===== config.mk =====
export PLATFORM = sky130hd
export DESIGN_NAME = mem_access_unit
export DESIGN_NICKNAME = d
export VERILOG_FILES = /design/src/rtl/mem_access_unit_pkg.sv /design/src/rtl/mem_access_unit_byte_lane_unit.sv /design/src/rtl/mem_access_unit.sv
export SDC_FILE = /design/constraint.sdc
export NUM_CORES = 1
export LEC_CHECK = 0
export CAP_MARGIN = 10
export CORE_MARGIN = 10
export CORE_UTILIZATION = 34
export DETAILED_ROUTE_END_ITERATION = 12
export PLACE_DENSITY_LB_ADDON = 0.1
export SYNTH_ARGS = -nofsm -noshare
export SYNTH_HDL_FRONTEND = slang
export SYNTH_SLANG_ARGS = --single-unit

===== constraint.sdc =====
create_clock -name clk -period 3.8 [get_ports clk]
set_input_delay 0.38 -clock clk [delete_from_list [all_inputs] [get_ports clk]]
set_output_delay 0.38 -clock clk [all_outputs]
set_load 0.01 [all_outputs]

===== src/rtl/mem_access_unit_pkg.sv =====
// Shared definitions for the sub-word memory access unit: op encodings,
// sequencer states and a small op-classification helper.
package mem_access_unit_pkg;

   localparam int WORD_W = 32;

   typedef enum logic [2:0] {
      MEM_LW  = 3'd0,
      MEM_LH  = 3'd1,
      MEM_LHU = 3'd2,
      MEM_LB  = 3'd3,
      MEM_LBU = 3'd4,
      MEM_SW  = 3'd5,
      MEM_SH  = 3'd6,
      MEM_SB  = 3'd7
   } mem_op_t;

   typedef enum logic [1:0] {
      IDLE = 2'd0,
      RD   = 2'd1,
      WR   = 2'd2,
      RESP = 2'd3
   } state_t;

   function automatic logic is_load(input logic [2:0] op);
      return (op == MEM_LW) || (op == MEM_LH) || (op == MEM_LHU) ||
             (op == MEM_LB) || (op == MEM_LBU);
   endfunction

endpackage


===== src/rtl/mem_access_unit_byte_lane_unit.sv =====
// Combinational byte-lane logic: alignment check, load extension and
// read-modify-write merge of a sub-word store into a fetched word.
module byte_lane_unit
   import mem_access_unit_pkg::*;
(
   input  logic [2:0]        op,
   input  logic [1:0]        addr_lo,
   input  logic [WORD_W-1:0] word,
   input  logic [WORD_W-1:0] wdata,
   output logic [WORD_W-1:0] load_ext,
   output logic [WORD_W-1:0] merged,
   output logic              misaligned
);

   logic [7:0]  byte_sel;
   logic [15:0] half_sel;

   // Little-endian lanes: byte offset 0 is bits [7:0], half at offset 2 is bits [31:16].
   always_comb begin
      byte_sel   = word[{addr_lo, 3'b000} +: 8];
      half_sel   = addr_lo[1] ? word[31:16] : word[15:0];
      load_ext   = '0;
      merged     = word;
      misaligned = 1'b0;
      case (op)
         MEM_LW: begin
            load_ext   = word;
            misaligned = (addr_lo != 2'b00);
         end
         MEM_LH: begin
            load_ext   = {{16{half_sel[15]}}, half_sel};
            misaligned = addr_lo[0];
         end
         MEM_LHU: begin
            load_ext   = {16'h0000, half_sel};
            misaligned = addr_lo[0];
         end
         MEM_LB:  load_ext = {{24{byte_sel[7]}}, byte_sel};
         MEM_LBU: load_ext = {24'h000000, byte_sel};
         MEM_SW: begin
            merged     = wdata;
            misaligned = (addr_lo != 2'b00);
         end
         MEM_SH: begin
            misaligned = addr_lo[0];
            if (addr_lo[1])
               merged[31:16] = wdata[15:0];
            else
               merged[15:0] = wdata[15:0];
         end
         MEM_SB:  merged[{addr_lo, 3'b000} +: 8] = wdata[7:0];
         default: misaligned = 1'b1;
      endcase
   end

endmodule


===== src/rtl/mem_access_unit.sv =====
// Sub-word memory access sequencer between the MEM stage and a word-only
// data memory: handshake, alignment errors, load extension and sh/sb RMW.
module mem_access_unit
   import mem_access_unit_pkg::*;
#(
   parameter int ADDR_W = 32,
   parameter int DATA_W = 32
) (
   input  logic              clk,
   input  logic              reset,
   input  logic              req_valid,
   output logic              req_ready,
   input  logic [2:0]        req_op,
   input  logic [ADDR_W-1:0] req_addr,
   input  logic [DATA_W-1:0] req_wdata,
   input  logic [31:0]       req_pc,
   output logic              resp_valid,
   output logic [DATA_W-1:0] resp_rdata,
   output logic              resp_err,
   output logic              dm_read,
   output logic              dm_write,
   output logic [ADDR_W-1:0] dm_addr,
   output logic [DATA_W-1:0] dm_wd,
   output logic [31:0]       dm_pc,
   input  logic [DATA_W-1:0] dm_rd
);

   state_t            state;
   logic [2:0]        op_q;
   logic [ADDR_W-1:0] addr_q;
   logic [DATA_W-1:0] wdata_q;
   logic [DATA_W-1:0] merge_q;
   logic [DATA_W-1:0] rdata_q;
   logic [31:0]       pc_q;
   logic              err_q;

   logic [2:0]        lane_op;
   logic [1:0]        lane_lo;
   logic [DATA_W-1:0] lane_load;
   logic [DATA_W-1:0] lane_merged;
   logic              lane_misaligned;

   // In IDLE the lane unit classifies the incoming request; afterwards it works on the latched one.
   assign lane_op = (state == IDLE) ? req_op : op_q;
   assign lane_lo = (state == IDLE) ? req_addr[1:0] : addr_q[1:0];

   byte_lane_unit u_lanes (
      .op         (lane_op),
      .addr_lo    (lane_lo),
      .word       (dm_rd),
      .wdata      (wdata_q),
      .load_ext   (lane_load),
      .merged     (lane_merged),
      .misaligned (lane_misaligned)
   );

   always_ff @(posedge clk) begin
      if (reset) begin
         state   <= IDLE;
         op_q    <= '0;
         addr_q  <= '0;
         wdata_q <= '0;
         merge_q <= '0;
         rdata_q <= '0;
         pc_q    <= '0;
         err_q   <= 1'b0;
      end else begin
         case (state)
            IDLE: begin
               if (req_valid) begin
                  op_q    <= req_op;
                  addr_q  <= req_addr;
                  wdata_q <= req_wdata;
                  pc_q    <= req_pc;
                  rdata_q <= '0;
                  err_q   <= 1'b0;
                  if (lane_misaligned) begin
                     err_q <= 1'b1;
                     state <= RESP;
                  end else if (req_op == MEM_SW) begin
                     merge_q <= req_wdata;
                     state   <= WR;
                  end else begin
                     state <= RD;
                  end
               end
            end
            RD: begin
               if (is_load(op_q)) begin
                  rdata_q <= lane_load;
                  state   <= RESP;
               end else begin
                  merge_q <= lane_merged;
                  state   <= WR;
               end
            end
            WR:      state <= RESP;
            RESP:    state <= IDLE;
            default: state <= IDLE;
         endcase
      end
   end

   // The write strobe is masked by reset so an abort during WR never reaches memory.
   assign req_ready  = (state == IDLE);
   assign resp_valid = (state == RESP);
   assign resp_rdata = rdata_q;
   assign resp_err   = err_q;
   assign dm_read    = (state == RD);
   assign dm_write   = (state == WR) && !reset;
   assign dm_addr    = {addr_q[ADDR_W-1:2], 2'b00};
   assign dm_wd      = merge_q;
   assign dm_pc      = pc_q;

endmodule


==> Yosys cells after proc, flatten, opt, wreduce, memory -nomap -nowiden <==
Cells that the tools add are included.
{ "totals": {"reg_bits": 166, "wordCells": 71} }
{ "op_classes": {"n_shift": 3, "mux": 23, "n_reduce_logical": 16, "n_eq_ne": 20, "addsub": 1} }
{ "op_table": {"columns": ["operator", "n"], "rows": [
  ["2-to-1 mux 32 bit", 6],
  ["one-hot mux 32 bit (5 select lines)", 1],
  ["one-hot mux 32 bit (2 select lines)", 2],
  ["one-hot mux 32 bit (3 select lines)", 1],
  ["2-to-1 mux 16 bit", 3],
  ["bitwise mux 32 bit", 1],
  ["variable shift 8 x 7 -> 32 bit (first input constant)", 1],
  ["indexed part select 32 x 6 -> 8 bit", 1],
  ["indexed part select 8 x 7 -> 32 bit", 1],
  ["equality test 3 bit (second input constant)", 6],
  ["equality test 3 x 2 -> 1 bit (second input constant)", 4],
  ["2-to-1 mux 2 bit", 4],
  ["one-hot mux 2 bit (4 select lines)", 1],
  ["negator 5 -> 7 bit", 1],
  ["equality test 3 x 1 -> 1 bit (second input constant)", 2],
  ["zero test 3 bit", 2],
  ["!= test 2 bit (second input constant)", 3],
  ["AND reduction 5 bit", 1],
  ["equality test 2 bit (second input constant)", 2],
  ["logical OR 1 bit", 4],
  ["!= test 2 x 1 -> 1 bit (second input constant)", 2],
  ["nonzero test 2 bit", 2],
  ["2-to-1 mux 3 bit", 1],
  ["AND reduction 3 bit", 1],
  ["9 further kinds", 10]
]} }

==> Logic depth before layout (Yosys ltp) <==
{ "depth": {"ltp_word": 8, "mapped_depth": 13, "mapped_depth_nobuf": 11} }

==> Modules after synthesis <==
A second synthesis with hierarchy kept.
{ "unflattened": {"hier_cells": 1060, "hier_area_um2": 8575.7} }
{ "modules_own_cells": {"columns": ["mod", "area_each_um2", "n_inst", "cells_each", "seq_area_each_um2"], "rows": [
  ["mem_access_unit", 6946.7, 1, 824, 3323.2],
  ["byte_lane_unit", 1629.1, 1, 236, 0.0]
]} }

==> Worst setup path before layout <==
Ideal clock, no wire load.
{ "synth_timing": {"path_type": "reg2reg", "from": "register state[0]", "to": "register merge_q[25], in the netlist dm_wd[25]", "synth_period_minus_slack_ns": 2.929, "path_slack_ns": 0.871, "t_required_ns": 3.704, "arrival_time_ns": 2.833, "stages_incl_launch_ff": 12, "path_cell_list": "dfxtp_1 > inv_1 > ha_1 > buf_6 > mux2i_2 > buf_2 > buf_2 > ha_1 > nor3b_2 > a31oi_1 > o221a_2 > o41ai_2"} }
{ "synth_via": {"elab_chain_cells": 8, "elab_cells_between_ends": 28, "classes_between": "add/sub (1); eq/ne (10); shift (2); mux (8); reduce/logical (7)"} }
{ "synth_rtl": {"columns": ["element", "line_no", "source"], "rows": [
  ["start, declared", "mem_access_unit.sv:28", "state_t state;"],
  ["start signal, assigned", "mem_access_unit.sv:59", "state <= IDLE;"],
  ["start signal, assigned", "mem_access_unit.sv:79", "state <= RESP;"],
  ["start signal, assigned", "mem_access_unit.sv:82", "state <= WR;"],
  ["zero test 2 bit *", null, null],
  ["named net req_ready", "mem_access_unit.sv:12", "output logic req_ready,"],
  ["2-to-1 mux 2 bit", "mem_access_unit.sv:45", "assign lane_lo = (state == IDLE) ? req_addr[1:0] : addr_q[1:0];"],
  ["negator 5 -> 7 bit", "mem_access_unit_byte_lane_unit.sv:51", "MEM_SB: merged[{addr_lo, 3'b000} +: 8] = wdata[7:0];"],
  ["indexed part select 8 x 7 -> 32 bit or variable shift 8 x 7 -> 32 bit (tied branches)", "mem_access_unit_byte_lane_unit.sv:51", null],
  ["bitwise mux 32 bit", "mem_access_unit_byte_lane_unit.sv:51", null],
  ["one-hot mux 32 bit (3 select lines)", "mem_access_unit_byte_lane_unit.sv:25", "case (op)"],
  ["2-to-1 mux 32 bit", "mem_access_unit.sv:89", "if (is_load(op_q)) begin"],
  ["one-hot mux 32 bit (2 select lines)", "mem_access_unit.sv:68", "case (state)"],
  ["end signal, assigned", "mem_access_unit.sv:81", "merge_q <= req_wdata;"],
  ["end signal, assigned", "mem_access_unit.sv:93", "merge_q <= lane_merged;"],
  ["end, declared", "mem_access_unit.sv:32", "logic [DATA_W-1:0] merge_q;"]
]} }
Mark *: on every way through the listed nets, which the timed path passes. The rest lies on a longest branch. The select of a mux whose other input is x is not followed.
A chain may end at the register's enable or synchronous reset.

==> Worst setup path in the final report <==
{ "layout_timing": {"from": "register state[0]", "to": "register merge_q[16], in the netlist dm_wd[16]"} }
{ "layout_via": {"elab_chain_cells": 8, "elab_cells_between_ends": 28, "classes_between": "add/sub (1); eq/ne (10); shift (2); mux (8); reduce/logical (7)"} }
{ "layout_rtl": {"columns": ["element", "line_no"], "rows": [
  ["zero test 2 bit", "mem_access_unit.sv:44, mem_access_unit.sv:45, mem_access_unit.sv:68"],
  ["2-to-1 mux 2 bit", "mem_access_unit.sv:45"],
  ["negator 5 -> 7 bit", "mem_access_unit_byte_lane_unit.sv:51"],
  ["indexed part select 8 x 7 -> 32 bit or variable shift 8 x 7 -> 32 bit (tied branches)", "mem_access_unit_byte_lane_unit.sv:51"],
  ["bitwise mux 32 bit", "mem_access_unit_byte_lane_unit.sv:51"],
  ["one-hot mux 32 bit (3 select lines)", "mem_access_unit_byte_lane_unit.sv:25"],
  ["2-to-1 mux 32 bit", "mem_access_unit.sv:89"],
  ["one-hot mux 32 bit (2 select lines)", "mem_access_unit.sv:68"]
]} }
Parallel ways exist; a longest one is shown, timed or not. The select of a mux whose other input is x is not followed.

==> results.yml <==
route:
  wl_per_cell_um: 20.7
  vias: 7871
  remaining_drc_errors: 0
  firstDrtPassIters: 5
  routed_wl_um: 31400
  ant_nets: 0
  via_per_inst: 5.19
  drt_iter0_markers: 672
pwr:
  p_clk_share_pct: 22.8
  p_leak_nw: 4.00
  p_int_mw: 4.74
  p_seq_share_pct: 29.6
  power.share.switching_pct: 40.3
  pwr-share-comb_pct: 47.6
  power.density_nw_per_um2: 699
  vdd_drop_max_uv: 412
  p_total_mw: 7.94
  power_switching_mw: 3.20
grt:
  grt_max_degree: 100
  grt_pass1_vias: 7549
  grt_pass1_wl_um: 47500
  antenna_found_initial: 0
  grt-ovfl-total: 0
  track_usage_pct: 19.6
clocking:
  post_cts_buffers: 0
  cts_made_buffers: 17
  cts.path.max_buffers: 2
  cts_hold_buf: 0
  clk_latency_ps: 430
  cts_tree: "built"
  cts.repair.resized: 0
  cts-htree-levels: 4
  cts_sinks: 166
  cts-root-buf: "clkbuf_16"
  clkTransAtPathRegs_ps: 70
die:
  num_rows: 56
  initial_core_util_pct: 34.7
  pin_count: 267
  dieArea_um2: 30600
  coreArea_um2: 23500
  die_y_um: 175
  die_w_um: 175
synthesis:
  synth_compound_area_share_pct: 28.5
  synthCells: 993
  async_reset_ff_share_pct: 0
  synth-simple-area-share_pct: 16.9
  synth_top_cell_by_area: "dfxtp_1"
  synthTopCellsByCount: "255 x nand2_1, 166 x dfxtp_1, 144 x a21oi_1, 49 x clkbuf_1, 35 x buf_4"
  ys_seq_area_share_pct: 40.7
  syn_area_um2: 8170
  synth_top_family_by_area: "compound AO/OA/AOI/OAI gates"
  synthDistinctLibCells: 67
  synth_most_common_cell: "nand2_1"
  ys_seq_elements: 166
  ys_warn_count: 0
  synth_xor_area_share_pct: 0.107
  ys.flop_type: "dfxtp_1"
  synth_top_area_share_pct: 40.7
  ys_top_cells_by_area: "dfxtp_1 41%, nand2_1 12%, a21oi_1 8.8%, buf_4 3.2%, mux2i_1 3.1%"
  synth_adder_area_share_pct: 1.07
  synthMuxAreaShare_pct: 4.56
  synth-edff-count: 0
  syn_area_per_cell_um2: 8.23
critical_path:
  crit_fanout: 34
  arrival_ps: 3350
  criticalPathCategory: "register to register"
  crit_path_end_kind: "register"
  startpoint_type: "register"
  cp.required_ps: 4070
  r2r_cells: 9
sta:
  fin_setup_tns_ps: 0
  drv_slew: 0
  fin_skew_ps: 12.4
  period_share_pct: 81.1
  fin_crit_ps: 3080
  hold_viol_final: 0
  max_slew_margin_pct: 23.5
  rsz0062_at_grt: "no"
  fmax_mhz: 325
  final-setup-viol-count: 0
  worst_pin_slew_ps: 1150
hold_path:
  holdPathStages: 2
  hold_path.class: "register to register"
final_layout:
  areaGrowthSynthToFinish_pct: 39.0
  fillers: 2373
  num_antenna_cells: 0
  fin_nets: 1328
  multi_input_area_um2: 4210
  seqCellArea_um2: 3320
  drive_gt1_share_pct: 8.19
run_status:
  status: "finished clean"
placed_design:
  numPortBuffers: 264
  hpwl_um: 22500
  place_congestion: 0.869
flow_run:
  cap_viol_max_count: 0
power groups by stage:
stage	sequential [mW]	combinational, mW	clock (mW)
after detailed placement	2.38	3.79	0
after CTS	2.35	3.81	1.85
after global routing	2.40	4.13	1.92
final	2.35	3.78	1.81
after global placement	2.39	3.78	0
after floorplan	2.42	2.42	0
cell families (layout without fill, tap and decap cells):
logic type / Yosys count / in the layout
simple gates: 329 / 329
mux: 33 / 33
flops: 166 / 166
xor+xnor: 1 / 1
buf+inv: 123 / 326
other cells: 1 / 2
fa+ha+maj: 7 / 7
compound gates: 333 / 333
registers in the layout, summed over array words and instances (netlist names):
| signal | flops |
|---|---|
| resp_rdata | 32 |
| dm_pc | 32 |
| op_q | 3 |
| resp_err | 1 |
| wdata_q | 32 |
| state | 2 |
| addr_q | 32 |
| dm_wd | 32 |
routing by layer:
metal | vias up | wire, µm | GRT usage, %
li1 | 3868 | - | -
met1 | 3692 | 14200 | 26.3
met2 | 284 | 14600 | 30.3
met3 | 27 | 2280 | 5.54
met4 | 0 | 371 | 4.38
met5 | - | 0 | 0
cells in the final DEF (no fill, tap or decap), types with 10 or more instances in the layout:
cell,n
o221ai_1,12
o211ai_1,15
o21ai_0,29
a22o_1,20
clkbuf_16,17
a221o_1,14
mux2i_1,25
nand2_1,254
inv_1,14
a22oi_1,10
clkdlybuf4s50_1,263
nor2_1,26
dfxtp_1,166
a21oi_1,144
o21ai_1,20
buf_4,19
a31oi_1,12
worst max-delay path: stages, from the launching register on:
cell	delay, ps
dfxtp_1	340
inv_1	90
ha_1	280
buf_4	400
and4b_1	290
nor2_1	670
o21bai_2	290
a221o_1	420
o211ai_1	80
a21oi_1	90
through the flow:
| step | utilization, % | std cells | setup slack [ps] | hold slack, ps | instance area, µm² |
|---|---|---|---|---|---|
| floorplan | - | 994 | 871 | 437 | 8180 |
| global placement | 45.7 | 1487 | 760 | 438 | 10800 |
| detailed placement | 45.7 | 1487 | 739 | 440 | 10800 |
| CTS | 48.3 | 1516 | 774 | 449 | 11400 |
| global route | 48.3 | 1516 | 528 | 467 | 11400 |
| finish | 48.3 | 1516 | 719 | 448 | 11400 |
final cells by class:
class | count | share of cell area, %
tap | 319 | 3.51
clock inverter | 10 | 1.29
inverter | 15 | 0.496
clock buffer | 19 | 3.99
sequential | 166 | 29.3
timing repair buffer | 282 | 24.4
multi-input combinational | 705 | 37.0
path summary, 6_finish.rpt:
kind	start	endpoint	slack, ps
max	state[0]$_SDFFE_PP0P_	dm_wd[16]$_SDFFE_PP0P_	720
min	resp_rdata[30]$_SDFFE_PP0P_	resp_rdata[30]$_SDFFE_PP0P_	450
max reg2reg	state[0]$_SDFFE_PP0P_	dm_wd[16]$_SDFFE_PP0P_	720
min reg2reg	resp_rdata[30]$_SDFFE_PP0P_	resp_rdata[30]$_SDFFE_PP0P_	450
(Power assumes the default switching activity.)
